<file path="src/rtl/level_sequencer_if.sv">
// Handshake bundle between the level sequencer and the game datapath.
// The master drives the frame, keyboard, collision and player-position inputs; the slave drives the status outputs.
interface level_sequencer_if;
  logic        frame_tick;
  logic [7:0]  keycode;
  logic        hit;
  logic [11:0] ballX;
  logic [11:0] scrollX;
  logic [1:0]  healthbar;
  logic        playerFlag;
  logic        paused;
  logic        invuln;
  logic        gameOver;
  logic        win;

  modport master (
    output frame_tick, keycode, hit, ballX,
    input  scrollX, healthbar, playerFlag, paused, invuln, gameOver, win
  );

  modport slave (
    input  frame_tick, keycode, hit, ballX,
    output scrollX, healthbar, playerFlag, paused, invuln, gameOver, win
  );
endinterface

</file>
<file path="src/rtl/level_sequencer.sv">
// Frame-level run controller: sequences start/pause/play/win/lose and owns the
// scroll offset, the health counter and the post-hit invulnerability window.
module level_sequencer #(
  parameter int         LEVEL_END     = 2200,
  parameter int         SCROLL_STEP   = 2,
  parameter int         INVULN_FRAMES = 60,
  parameter int         MAX_HEALTH    = 3,
  parameter logic [7:0] KEY_START     = 8'h2C,
  parameter logic [7:0] KEY_PAUSE     = 8'h13
) (
  input  logic               Clk,
  input  logic               Reset,
  level_sequencer_if.slave   bus
);

  typedef enum logic [2:0] {
    IDLE  = 3'd0,
    RUN   = 3'd1,
    PAUSE = 3'd2,
    WIN   = 3'd3,
    LOSE  = 3'd4
  } state_t;

  state_t      state, stateNext;
  logic [7:0]  prevKey;
  logic [11:0] scrollReg, scrollNext;
  logic [1:0]  healthReg, healthNext;
  logic [6:0]  invulnCnt, invulnNext;
  logic        playerFlagReg, pausedReg, invulnReg, gameOverReg, winReg;

  logic        startEdge, pauseEdge;
  logic [12:0] scrollSum, finishSum;
  logic [11:0] scrollSat;
  logic        hitLive, lethalHit, finishReached;

  assign startEdge     = (bus.keycode == KEY_START) && (prevKey != KEY_START);
  assign pauseEdge     = (bus.keycode == KEY_PAUSE) && (prevKey != KEY_PAUSE);
  assign scrollSum     = {1'b0, scrollReg} + 13'(SCROLL_STEP);
  assign scrollSat     = (scrollSum > 13'(LEVEL_END)) ? 12'(LEVEL_END) : scrollSum[11:0];
  assign finishSum     = {1'b0, bus.ballX} + {1'b0, scrollReg};
  assign finishReached = finishSum > 13'(LEVEL_END);
  assign hitLive       = bus.hit && (invulnCnt == 7'd0);
  assign lethalHit     = hitLive && (healthReg == 2'd1);

  // Next-state and counter updates; a lethal hit outranks the finish line, and both outrank pause.
  always_comb begin
    stateNext  = state;
    scrollNext = scrollReg;
    healthNext = healthReg;
    invulnNext = invulnCnt;
    case (state)
      IDLE, WIN, LOSE: begin
        if (startEdge) begin
          stateNext  = RUN;
          scrollNext = 12'd0;
          healthNext = 2'(MAX_HEALTH);
          invulnNext = 7'd0;
        end
      end
      RUN: begin
        if (bus.frame_tick) begin
          scrollNext = scrollSat;
          if (invulnCnt != 7'd0) invulnNext = invulnCnt - 7'd1;
        end
        if (lethalHit) begin
          healthNext = 2'd0;
          stateNext  = LOSE;
        end else if (hitLive) begin
          healthNext = healthReg - 2'd1;
          invulnNext = 7'(INVULN_FRAMES);
        end
        if (!lethalHit) begin
          if (finishReached)  stateNext = WIN;
          else if (pauseEdge) stateNext = PAUSE;
        end
      end
      PAUSE: begin
        if (pauseEdge) stateNext = RUN;
      end
      default: begin
        stateNext  = IDLE;
        scrollNext = 12'd0;
        healthNext = 2'(MAX_HEALTH);
        invulnNext = 7'd0;
      end
    endcase
  end

  // Flags are decoded from the next state so they land in the same cycle as the state change.
  always_ff @(posedge Clk) begin
    if (Reset) begin
      state         <= IDLE;
      prevKey       <= 8'd0;
      scrollReg     <= 12'd0;
      healthReg     <= 2'(MAX_HEALTH);
      invulnCnt     <= 7'd0;
      playerFlagReg <= 1'b0;
      pausedReg     <= 1'b0;
      invulnReg     <= 1'b0;
      gameOverReg   <= 1'b0;
      winReg        <= 1'b0;
    end else begin
      state         <= stateNext;
      prevKey       <= bus.keycode;
      scrollReg     <= scrollNext;
      healthReg     <= healthNext;
      invulnCnt     <= invulnNext;
      playerFlagReg <= (stateNext == RUN);
      pausedReg     <= (stateNext == PAUSE);
      invulnReg     <= (invulnNext != 7'd0);
      gameOverReg   <= (stateNext == WIN) || (stateNext == LOSE);
      winReg        <= (stateNext == WIN);
    end
  end

  assign bus.scrollX    = scrollReg;
  assign bus.healthbar  = healthReg;
  assign bus.playerFlag = playerFlagReg;
  assign bus.paused     = pausedReg;
  assign bus.invuln     = invulnReg;
  assign bus.gameOver   = gameOverReg;
  assign bus.win        = winReg;

endmodule

</file>
<file path="src/flat_wrapper.sv">
// flat-port wrapper written by rule: the top's interface ports become plain ports
module level_sequencer_flat 
#(
  parameter int         LEVEL_END     = 2200,
  parameter int         SCROLL_STEP   = 2,
  parameter int         INVULN_FRAMES = 60,
  parameter int         MAX_HEALTH    = 3,
  parameter logic [7:0] KEY_START     = 8'h2C,
  parameter logic [7:0] KEY_PAUSE     = 8'h13
)
  (Clk, Reset, bus_frame_tick, bus_keycode, bus_hit, bus_ballX, bus_scrollX, bus_healthbar, bus_playerFlag, bus_paused, bus_invuln, bus_gameOver, bus_win);
  level_sequencer_if bus_i ();
  input  logic Clk;
  input  logic Reset;
  input wire logic [$bits(bus_i.frame_tick)-1:0] bus_frame_tick;
  input wire logic [$bits(bus_i.keycode)-1:0] bus_keycode;
  input wire logic [$bits(bus_i.hit)-1:0] bus_hit;
  input wire logic [$bits(bus_i.ballX)-1:0] bus_ballX;
  output wire logic [$bits(bus_i.scrollX)-1:0] bus_scrollX;
  output wire logic [$bits(bus_i.healthbar)-1:0] bus_healthbar;
  output wire logic [$bits(bus_i.playerFlag)-1:0] bus_playerFlag;
  output wire logic [$bits(bus_i.paused)-1:0] bus_paused;
  output wire logic [$bits(bus_i.invuln)-1:0] bus_invuln;
  output wire logic [$bits(bus_i.gameOver)-1:0] bus_gameOver;
  output wire logic [$bits(bus_i.win)-1:0] bus_win;
  assign bus_i.frame_tick = bus_frame_tick;
  assign bus_i.keycode = bus_keycode;
  assign bus_i.hit = bus_hit;
  assign bus_i.ballX = bus_ballX;
  assign bus_scrollX = bus_i.scrollX;
  assign bus_healthbar = bus_i.healthbar;
  assign bus_playerFlag = bus_i.playerFlag;
  assign bus_paused = bus_i.paused;
  assign bus_invuln = bus_i.invuln;
  assign bus_gameOver = bus_i.gameOver;
  assign bus_win = bus_i.win;
  level_sequencer #(.LEVEL_END(LEVEL_END), .SCROLL_STEP(SCROLL_STEP), .INVULN_FRAMES(INVULN_FRAMES), .MAX_HEALTH(MAX_HEALTH), .KEY_START(KEY_START), .KEY_PAUSE(KEY_PAUSE)) u_core (.Clk(Clk), .Reset(Reset), .bus(bus_i));
endmodule
</file>
<file path="config.mk">
export PLATFORM = sky130hd
export DESIGN_NAME = level_sequencer_flat
export DESIGN_NICKNAME = d
export VERILOG_FILES = /design/src/rtl/level_sequencer_if.sv /design/src/rtl/level_sequencer.sv /design/src/flat_wrapper.sv
export SDC_FILE = /design/constraint.sdc
export NUM_CORES = 1
export LEC_CHECK = 0
export BUFFER_PORTS_ARGS = -buffer_cell sky130_fd_sc_hd__buf_4
export CORE_UTILIZATION = 50
export DETAILED_ROUTE_END_ITERATION = 16
export GPL_TIMING_DRIVEN = 0
export PLACE_DENSITY_LB_ADDON = 0.2
export SLEW_MARGIN = 0
export SYNTH_ARGS = -nofsm -noshare
export SYNTH_HDL_FRONTEND = slang
export SYNTH_SLANG_ARGS = --single-unit
export TNS_END_PERCENT = 5
</file>
<file path="constraint.sdc">
create_clock -name Clk -period 5.85 [get_ports Clk]
set_input_delay 1.17 -clock Clk [delete_from_list [all_inputs] [get_ports Clk]]
set_output_delay 1.17 -clock Clk [all_outputs]
set_load 0.01 [all_outputs]
</file>
# Word-level counts from Yosys, hierarchy flattened

Index checks and enable logic that the tools add are counted.

Bits in writable memories: 0
Register bits: 37
Word-level logic and storage cells: 66
Output and inout bits: 19
Input port bits: 24
Bits in latches: 0
Memory bits (read-only): 0
Memories: 0

Eq/ne operators: 16
Multiplexer cells: 21
$add $sub $neg: 4
Reduce and logical (&&, ||, !) cells: 12
Shift operators: 0
Multiply operators: 0
Bitwise operators: 1
$lt $le $gt $ge: 2
Divide/modulo/power cells: 0

Operators by type and width:

| operator                | number |
|---|---|
| $mux W12                | 3 |
| $pmux W12 S3            | 1 |
| $mux W7                 | 5 |
| $gt A13 B12 Y1 const B  | 2 |
| $pmux W7 S3             | 1 |
| $mux W3                 | 6 |
| $reduce_bool A7 Y1      | 2 |
| $add A12 B12 Y13        | 1 |
| $add A12 B2 Y13 const B | 1 |
| $eq A3 B2 Y1 const B    | 4 |
| $pmux W3 S3             | 1 |
| $eq A8 B5 Y1 const B    | 1 |
| $eq A8 B6 Y1 const B    | 1 |
| $ne A8 B5 Y1 const B    | 1 |
| $ne A8 B6 Y1 const B    | 1 |
| $logic_not A7 Y1        | 1 |
| $sub A7 B1 Y7 const B   | 1 |
| $eq A3 B1 Y1 const B    | 2 |
| $eq A3 B3 Y1 const B    | 2 |
| $mux W2                 | 3 |
| $pmux W2 S3             | 1 |
| $reduce_and A3 Y1       | 2 |
| $logic_and A1 B1 Y1     | 4 |
| $logic_not A3 Y1        | 1 |
| other kinds (8)         | 8 |

# Logic depth before layout (Yosys ltp)

Depth in word-level cells: 10
Depth in mapped cells: 11
Mapped depth without buffers: 10

# Least setup slack after synthesis

OpenSTA, ideal clock, no wires.

Path type: in2reg
From: input port bus_ballX[4]
To: register u_core.pausedReg, in the netlist u_core.bus.paused
Data arrival time: 3.231 ns
Buffers on the path: 0
Cell stages on the path: 10
Path slack: 2.560 ns
Data required time: 5.791 ns
Library setup time: 0.059 ns
Cells stage by stage: ha_1 > a21oi_1 > o221ai_2 > a221o_1 > a21oi_1 > xor2_1 > o2111a_1 > or3_4 > inv_2 > and2_1

Longest elaborated chain between the ends: 6

Ends and longest elaborated chain:

| what                 | line                   | RTL |
|---|---|---|
| from (decl)          | flat_wrapper.sv:18     | `input wire logic [$bits(bus_i.ballX)-1:0] bus_ballX;` |
| $add A12 B12 Y13     | level_sequencer.sv:40  | `assign finishSum = {1'b0, bus.ballX} + {1'b0, scrollReg};` |
| $gt A13 B12 Y1       | level_sequencer.sv:41  | `assign finishReached = finishSum > 13'(LEVEL_END);` |
| $mux W3              | level_sequencer.sv:73  | `if (finishReached) stateNext = WIN;` |
| $mux W3              | level_sequencer.sv:72  | `if (!lethalHit) begin` |
| $pmux W3 S3          | level_sequencer.sv:51  | `case (state)` |
| $eq A3 B2 Y1         | level_sequencer.sv:109 | `pausedReg <= (stateNext == PAUSE);` |
| to (signal assigned) | level_sequencer.sv:109 |  |
| to (decl)            | level_sequencer.sv:29  | `logic playerFlagReg, pausedReg, invulnReg, gameOverReg, winReg;` |

No other way between the ends.
A chain may end at the register's enable or synchronous reset.

# Final worst setup path

Ends and elaborated chain as after synthesis.

==> results.cfg <==
[run_status]
run_status = finished clean

[cts]
cts_max_level = 2
clock_sinks = 36
cts_hold_repair.buffers = 0
post_cts.resized_instances = 0
cts_root_buffer = clkbuf_8
cts_setup_buffers = 0
worst_skew_late_latency_ns = 0.28
cts.clk_slew.worst_paths_ns = 0.08
clock_tree.buffer_depth = 2
tritoncts = built
cts_buffers = 5

[yosys]
synth.yosys.seq_area_share_pct = 28.29
synth.avg_cell_area_um2 = 8.271
synthesis.yosys.warnings = 0
synthTopCellsByArea = dfxtp_1 28%, ha_1 7.4%, a21oi_1 4.7%, o21ai_0 3.9%, nor2_1 3.7%
number_of_synthesized_register_bits = 36
synth_area_leader_cell = dfxtp_1
synth_async_sr_flop_share_pct = 0
postSynth.topFlopCell = dfxtp_1
post_synth_num_cell_types = 78
mappedNetlistNets = 347
instance_count_of_the_mapped_netlist = 308
post_synth_instance_area_mm2 = 0.002547
synth-edff-count = 0
synth_top_area_share_pct = 28.29

[global_route]
antenna_violations_before_repair = 0
first_global_vias = 2274
grt_remaining_overflow = 0
grt_first_pass_wirelength_um = 10230
largest_net_degree_at_the_start_of_global_routing = 13
groute.usage.overall_pct = 24.31

[timing]
period_utilisation_layout_pct = 56.99
slew_violations = 0
finalHoldWorstSlack_ns = 0.4915
final_hold_viol_count = 0
max-slew-margin-rel_pct = 63.16
fmaxAchievable_mhz = 299.9
worstMarginPinSlew_ns = 0.5484
final.setup.tns_ns = 0
grt_setup_unrepaired = false
final.min_clock_period_ns = 3.334
final-setup-viol-count = 0
finalClockSkew_ns = 0.007420

[die]
placeableCoreArea_mm2 = 0.004817
die_w_um = 73.38
die_height_um = 73.38
io-pin-count = 43
placementRows = 25
design.die.area_mm2 = 0.005385
start_util_pct = 52.88

[critical_path]
crit_path_cell_trace = buf_4 -> ha_1 -> a21oi_1 -> o221ai_2 -> a221o_1 -> a21oi_1 -> xor2_1 -> o2111a_1 -> or3_4 -> inv_2 -> and2_1
cp_slowest_cell = or3_4
cp_slowest_stage_delay_ns = 0.39
worst_path_most_repeated_cell = a21oi_1
timing_worst_setup_path_type = input port to register
path_max_fanout = 6
crit_path_end_kind = register
critPathRequiredTime_ns = 6.08
critPathArrivalTime_ns = 3.56
critical_path_s_top_delay_family = compound AO/OA/AOI/OAI gates
cp_num_buf_inv = 2
worst_setup_path_start_kind = input port

[cells_and_area]
final_cell_area_mm2 = 0.003090
mostFrequentLayoutCells = 42 x buf_4, 36 x dfxtp_1, 25 x nor2_1, 24 x nand2_1, 24 x a21oi_1
fillCellCount = 441
finalNetCount = 394
ff_latch_area_um2 = 720.7
multi_input_comb_area_mm2 = 0.001708
area_delta_synth_final_pct = 21.32
antennaDiodeCount = 0
post_route_cells_drive_above_1_share_pct = 22.47
final_cells = 423
mostFrequentLayoutCell = buf_4

[route]
post_drt_via_cell_ratio = 5.872
drt_drc_violations_left = 0
number_of_optimization_iterations_in_the_first_detailed_route_pass = 5
total_number_of_vias = 2484
average_wire_per_standard_cell_um = 14.54
ant_nets = 0
route.final.wire_length_um = 6151
initial_drt_markers = 172

[pwr]
vdd_ir_drop_max_uv = 156.9
power_switching_mw = 0.1179
power_frac_comb_pct = 7.9
internal_power_mw = 0.4843
leakage_power_summed_over_all_cells_nw = 1.303
power.share.switching_pct = 19.58
power.share.clock_pct = 50.7
pwr-share-seq_pct = 41.4
power-per-cell-area_mw_per_mm2 = 194.9

[placement]
dp_hpwl_um = 4624
numPortBuffers = 40
gp_routability_congestion = 0.9218
dp.cells = 415
detailed_place.area_mm2 = 0.002932

[run]
cap_violations = 0

[hold_path]
holdCritPathClass = register to register
[synthesized netlist by cell type, types with 3 or more instances]
cell       n
dfxtp_1   36
clkbuf_1   4
nor2b_1    8
mux2i_1    3
nor2_1    25
nand3_1   10
nor3_1     8
a31oi_1    5
nand4_1    3
a21oi_1   24
ha_1      15
and3_1     8
inv_1      9
buf_6      3
xor2_1     8
nand2_1   24
a22o_1     3
o21ai_0   20
a41oi_1    4
o21a_1     5
o31ai_1    4
a21o_1     6
o22ai_1    4
[metrics by stage]
step	power, mW	utilization, %	worst slack (ns)
after floorplan	0.2819	-	2.560
after global placement	0.3009	60.86	2.279
after detailed placement	0.3023	60.86	2.255
after CTS	0.6067	64.16	2.549
after global routing	0.6240	64.16	2.384
final	0.6022	64.16	2.516
[worst min-delay path: stages (launching register included)]
cell      delay, ns
dfxtp_1        0.31
o221ai_1       0.09
nor2_1         0.05
[path summary, 6_finish.rpt]
path                                            start                  end  slack (ns)  depth (start not counted)
worst min register to register    u_core.invulnCnt[6]  u_core.invulnCnt[6]        0.49                          2
worst min-delay path              u_core.invulnCnt[6]  u_core.invulnCnt[6]        0.49                          2
worst max register to register  u_core.bus.scrollX[4]    u_core.bus.paused        2.96                         10
worst max-delay path                     bus_ballX[4]    u_core.bus.paused        2.52                         11
[power by group through the flow]
stage / registers [mW] / logic [mW] / clock network [mW]
final: 0.249 / 0.0473 / 0.305
after global routing: 0.250 / 0.0519 / 0.322
after CTS: 0.249 / 0.0473 / 0.310
after detailed placement: 0.255 / 0.0471 / 0
after global placement: 0.255 / 0.0459 / 0
after floorplan: 0.255 / 0.0272 / 0
[cell families (layout without fill, tap and decap cells)]
| kind of cell | count (synthesis) | after routing | synth area share, % |
|---|---|---|---|
| AOI/OAI and AO/OA | 105 | 105 | 29.22 |
| xor gates and xnor gates | 9 | 9 | 3.094 |
| adders and majority gates | 15 | 15 | 7.367 |
| buffers and inverters | 23 | 71 | 4.665 |
| DFF | 36 | 36 | 28.29 |
| muxes | 3 | 3 | 1.179 |
| other | 1 | 1 | 0.1472 |
| and+or+nand+nor | 116 | 116 | 26.03 |
[metal layers]
| layer | global-route usage (%) | vias to the layer above | part of all wire (%) |
|---|---|---|---|
| li1 | - | 1266 | - |
| met5 | 0 | - | 0 |
| met4 | 7.692 | 0 | 0.91 |
| met3 | 4.390 | 4 | 4.5 |
| met2 | 43.21 | 56 | 48 |
| met1 | 29.64 | 1158 | 46 |
[cell type report]
cell class	instances	area share [%]
plain buffers	12	2.510
clock buffers	5	2.227
clock inverters	3	2.915
inverters	11	1.336
multi-input cells	249	55.26
flip-flops and latches	36	23.32
well taps	67	2.713
repair buffers	40	9.717
[sequential cells by signal (all words and copies together), names as in the netlist]
name                   count
u_core.bus.playerFlag      1
u_core.bus.gameOver        1
u_core.state               3
u_core.bus.healthbar       2
u_core.bus.win             1
u_core.bus.scrollX        11
u_core.prevKey             8
u_core.bus.invuln          1
u_core.invulnCnt           7
u_core.bus.paused          1
(Power assumes the default switching activity.)
